**src/rtl/ac97_link_engine.sv**
```systemverilog
// AC-link frame engine: serialises tag/command/PCM slots to the codec and decodes the
// returning frame into codec-ready, register read-back and stereo PCM-in outputs.
module ac97_link_engine #(
    parameter int unsigned SAMPLE_W = 20,
    parameter int unsigned NUM_CH   = 2
) (
    input  logic                       ac97_bitclk,
    input  logic                       ac97_rst_b,
    input  logic                       ac97_sdata_in,
    output logic                       ac97_sdata_out,
    output logic                       ac97_sync,
    output logic                       ac97_reset_b,
    output logic                       frame_strobe,
    input  logic [NUM_CH*SAMPLE_W-1:0] pcm_out,
    input  logic [NUM_CH-1:0]          pcm_out_valid,
    input  logic                       cmd_valid,
    output logic                       cmd_ready,
    input  logic                       cmd_write,
    input  logic [6:0]                 cmd_addr,
    input  logic [15:0]                cmd_data,
    output logic                       codec_ready,
    output logic                       status_valid,
    output logic [6:0]                 status_addr,
    output logic [15:0]                status_data,
    output logic [1:0]                 pcm_in_valid,
    output logic [SAMPLE_W-1:0]        pcm_in_l,
    output logic [SAMPLE_W-1:0]        pcm_in_r
);

    // Frame vectors are MSB-first: link bit i lives at vector index 255-i.
    logic [7:0]   bit_cnt_q, bit_cnt_d;
    logic         frame_end;
    logic         sync_d;
    logic [255:0] tx_q, rx_q, frame_d;
    logic [15:0]  tx_tag;
    logic [19:0]  pcm_slot;
    logic         pending_q, pend_write_q;
    logic [6:0]   pend_addr_q;
    logic [15:0]  pend_data_q;
    logic         cmd_accept;
    logic         unused_rx;

    assign frame_end  = (bit_cnt_q == 8'hFF);
    assign bit_cnt_d  = bit_cnt_q + 8'd1;
    assign sync_d     = (bit_cnt_d == 8'hFF) || (bit_cnt_d < 8'd15);
    assign cmd_ready  = !pending_q;
    assign cmd_accept = cmd_valid && !pending_q;
    assign unused_rx  = ^rx_q;

    always_comb begin
        frame_d  = '0;
        tx_tag   = 16'h8000;
        pcm_slot = '0;
        if (pending_q) begin
            tx_tag[14]        = 1'b1;
            frame_d[239:220]  = {~pend_write_q, pend_addr_q, 12'b0};
            if (pend_write_q) begin
                tx_tag[13]       = 1'b1;
                frame_d[219:200] = {pend_data_q, 4'b0};
            end
        end
        for (int unsigned k = 0; k < NUM_CH; k++) begin
            if (pcm_out_valid[k]) begin
                tx_tag[12-k]                  = 1'b1;
                pcm_slot                      = '0;
                pcm_slot[19 -: SAMPLE_W]      = pcm_out[k*SAMPLE_W +: SAMPLE_W];
                frame_d[199-20*k -: 20]       = pcm_slot;
            end
        end
        frame_d[255:240] = tx_tag;
    end

    always_ff @(posedge ac97_bitclk or negedge ac97_rst_b) begin
        if (!ac97_rst_b) begin
            bit_cnt_q      <= 8'hFF;
            ac97_sdata_out <= 1'b0;
            ac97_sync      <= 1'b0;
            ac97_reset_b   <= 1'b0;
            frame_strobe   <= 1'b0;
            tx_q           <= '0;
            pending_q      <= 1'b0;
            pend_write_q   <= 1'b0;
            pend_addr_q    <= '0;
            pend_data_q    <= '0;
            codec_ready    <= 1'b0;
            status_valid   <= 1'b0;
            status_addr    <= '0;
            status_data    <= '0;
            pcm_in_valid   <= '0;
            pcm_in_l       <= '0;
            pcm_in_r       <= '0;
        end else begin
            bit_cnt_q    <= bit_cnt_d;
            ac97_sync    <= sync_d;
            ac97_reset_b <= 1'b1;
            frame_strobe <= frame_end;
            status_valid <= 1'b0;
            pcm_in_valid <= '0;
            if (frame_end) begin
                ac97_sdata_out <= frame_d[255];
                tx_q           <= {frame_d[254:0], 1'b0};
                pending_q      <= 1'b0;
                codec_ready    <= rx_q[255];
                if (rx_q[254] && rx_q[253]) begin
                    status_valid <= 1'b1;
                    status_addr  <= rx_q[238:232];
                    status_data  <= rx_q[219:204];
                end
                if (rx_q[252]) begin
                    pcm_in_valid[0] <= 1'b1;
                    pcm_in_l        <= rx_q[199 -: SAMPLE_W];
                end
                if (rx_q[251]) begin
                    pcm_in_valid[1] <= 1'b1;
                    pcm_in_r        <= rx_q[179 -: SAMPLE_W];
                end
            end else begin
                ac97_sdata_out <= tx_q[255];
                tx_q           <= {tx_q[254:0], 1'b0};
            end
            // Accept cannot coincide with a load: ready is low whenever a command is pending.
            if (cmd_accept) begin
                pending_q    <= 1'b1;
                pend_write_q <= cmd_write;
                pend_addr_q  <= cmd_addr;
                pend_data_q  <= cmd_data;
            end
        end
    end

    always_ff @(negedge ac97_bitclk or negedge ac97_rst_b) begin
        if (!ac97_rst_b) begin
            rx_q <= '0;
        end else begin
            rx_q[8'd255 - bit_cnt_q] <= ac97_sdata_in;
        end
    end

endmodule

```
**config.mk**
```make
export PLATFORM = sky130hd
export DESIGN_NAME = ac97_link_engine
export DESIGN_NICKNAME = d
export VERILOG_FILES = /design/src/rtl/ac97_link_engine.sv
export SDC_FILE = /design/constraint.sdc
export NUM_CORES = 1
export LEC_CHECK = 0
export ABC_AREA = 0
export CORE_MARGIN = 4
export CORE_UTILIZATION = 55
export DETAILED_ROUTE_END_ITERATION = 6
export PLACE_DENSITY = 0.8
export SYNTH_ARGS = -nofsm -noshare
export SYNTH_HDL_FRONTEND = slang
export SYNTH_SLANG_ARGS = --single-unit
export TNS_END_PERCENT = 30
```
**constraint.sdc**
```tcl
create_clock -name ac97_bitclk -period 3.5 [get_ports ac97_bitclk]
set_clock_uncertainty 0.15 [all_clocks]
set_input_delay 0.875 -clock ac97_bitclk [delete_from_list [all_inputs] [get_ports ac97_bitclk]]
set_output_delay 0.875 -clock ac97_bitclk [all_outputs]
set_load 0.1 [all_outputs]
```
==> metrics <==
Syn Inst Count=849; CTS tree=yes; IO Port Bufs=141; fraction of registers with async set/reset=100%; number of synthesized flops with an enable pin=0; worst vdd ir=0.314 mV; busiest grt layer=met2; Worst Path Buf+Inv=2; pin count of the biggest net entering global routing=99; H-tree depth=1; Critical Path Stages=5; area of the core=0.0188 mm2; Die Wd=147 um; Setup violations, final=49; R2R cell count=5; crit-path cells=inv_2 > ha_4 > buf_4 > nand3_1 > mux2_2; Critical Path End Type=flop; Slew Limit Fails=0; worst setup margin=-0.0816 ns; share of cells above drive strength 1=37.7%; vias in the first global route=7096; post-route ant nets=0; Initial DRT Pass Iterations=5; DRT Wirelength=23800 um; initial antenna violation count=0; sequential cell area fraction in the yosys report=63.4%; Fin. Hold Viols=0; GRT Residual Overflow=0; Synth area leaders=dfrtp_1 45%, dfrtn_1 16%, mux2_2 15%; max_slew headroom=39.5%; Crit path max-delay family=flip-flops; clock root buffer master=clkbuf_16; Iteration-0 DRC Markers=352; CTS max path bufs=3; Nets=1095; Fin Setup TNS=-1.29 ns; Hold WC Path Type=primary input to asynchronous set/reset pin; max incr delay on CP=0.61 ns; Synth Net Count=924; routability-driven placement congestion ratio=0.792; DRC Markers=0; WP data arrival=2.05 ns; Post-synth top flop=dfrtp_1; met3 usage=3.76%; RSZ-0062 raised after global routing=true; top-count cell post-synth=dfrtp_1; placed wire-length estimate=14300 um; cell area after placement=0.0123 mm2; clk_lat worst skew=0.52 ns; vias=6881; status=complete, but fails checks; Leakage=6.63 nW; IO Pins=142; largest area contributor in the netlist=dfrtp_1; M2 GR Usage=33.9%; worst-path maximum fanout=4; met1 Use GR=30.3%; failing checks=setup timing; Synth Area per Inst=12.4 um2; most frequent cells after synthesis=191 x dfrtp_1, 157 x nand2_1, 136 x mux2_2, 74 x nand3_1; RR Startpoint=bit_cnt_q[1]; Initial Utilization=56.2%; Wirelength per Cell=18.7 um; worst setup path class=flop to flop; Num CTS Buffers=26; slowest library cell on the worst path=dfstp_2; clk sinks=267; R2R setup slack=-0.08 ns; Cell Rows=50; Layout area overhead=28.7%; chip height=147 um; cts hold-fix bufs=0; Worst-path clk slew=0.06 ns; Die ar.=0.0215 mm2; worst slew pin tran=0.908 ns; first-pass GRT wire length=37300 um; Startpoint Class=flop; Synth Register Bits=267; mapped cell area=0.0106 mm2; Max Cap Viol=0; Syn. warnings=0; DR vias/cell=5.40; FF-to-FF End=rx_q[251]; Synth top area share=45.3%; cell area power density=449 mW/mm2; total track usage=21.3%; n_diodes=0; count of cell types in the netlist=44; final instance area=0.0136 mm2; WP data required=1.97 ns
-- state kept, by name, indices dropped and copies added, names as in the netlist --
signal,count
tx_q,95
pend_addr_q,7
pcm_in_valid,2
rx_q,68
status_valid,1
pend_data_q,16
status_data,16
pcm_in_l,20
frame_strobe,1
status_addr,7
codec_ready,1
pcm_in_r,20
pend_write_q,1
ac97_sync,1
bit_cnt_q,8
ac97_reset_b,1
ac97_sdata_out,1
pending_q,1
-- through the flow --
step                      instances  hold WS [ns]  total power [W]  util [%]  worst slack (ns)
after floorplan                 849         0.258          0.00328         -           -0.0129
after global placement         1217         0.261          0.00345      65.4            -0.389
after detailed placement       1217         0.270          0.00346      65.4            -0.420
after CTS                      1267        0.0505          0.00613      70.2           -0.0856
after global routing           1274        0.0554          0.00630      72.4            -0.110
final                          1274        0.0593          0.00610      72.4           -0.0816
-- kinds of logic after synthesis --
kind of cell / count (synthesis) / synth area share [%]
adders and majority gates: 5 / 0.593
xor gates and xnor gates: 7 / 0.581
and+or+nand+nor: 344 / 14.4
AOI/OAI and AO/OA: 9 / 0.593
muxes: 157 / 17.3
other: 1 / 0.0355
DFF: 267 / 63.4
buffers and inverters: 59 / 3.07
-- power by group --
part           switching, W  internal, W  leakage (nW)  total [W]
logic              0.000115     0.000121          2.84   0.000236
registers         0.0000273      0.00314          3.40    0.00317
clock network       0.00113      0.00156         0.400    0.00269
total               0.00128      0.00482          6.63    0.00610
-- worst max-delay path by stage --
stage,startpoint,end,slack (ns)
after global placement,ac97_sdata_in,rx_q[160],-0.39
after CTS,bit_cnt_q[0],rx_q[170],-0.09
final,bit_cnt_q[1],rx_q[251],-0.08
after detailed placement,ac97_sdata_in,rx_q[164],-0.42
after floorplan,bit_cnt_q[7],rx_q[210],-0.01
after global routing,bit_cnt_q[1],rx_q[255],-0.11
-- cells in the final DEF (no fill, tap or decap), drive strengths merged, types with 2 or more instances in the layout --
| cell type | instances |
|---|---|
| nand2 | 157 |
| dfstp | 8 |
| and2 | 28 |
| o21ai | 2 |
| mux2 | 155 |
| and3 | 2 |
| nor2b | 3 |
| nor2 | 68 |
| clkdlybuf4s50 | 68 |
| xor2 | 3 |
| dfrtp | 191 |
| nand3b | 3 |
| mux2i | 2 |
| clkbuf | 42 |
| inv | 6 |
| ha | 5 |
| dfrtn | 68 |
| clkinv | 5 |
| nand3 | 75 |
| xnor2 | 4 |
| buf | 128 |
-- routing by layer --
layer	up-vias	wire length, um
met2	206	11600
met1	3486	10300
met5	-	0
li1	3144	-
met4	0	650
met3	45	1260
-- area by class of cell --
class | count | area [um2]
inverters | 6 | 25.0
fillers | 1209 | 5180
flip-flops and latches | 267 | 6690
clock buffers | 42 | 762
repair buffers | 196 | 1830
multi-input cells | 523 | 3930
clock inverters | 6 | 53.8
well taps | 234 | 293
-- repair_timing --
action,4_1_cts,5_1_grt
setup endpoints to repair,60,66
resized for setup,20,93
setup buffers,2,7
pin swaps,2,20
(Power assumes the default switching activity.)
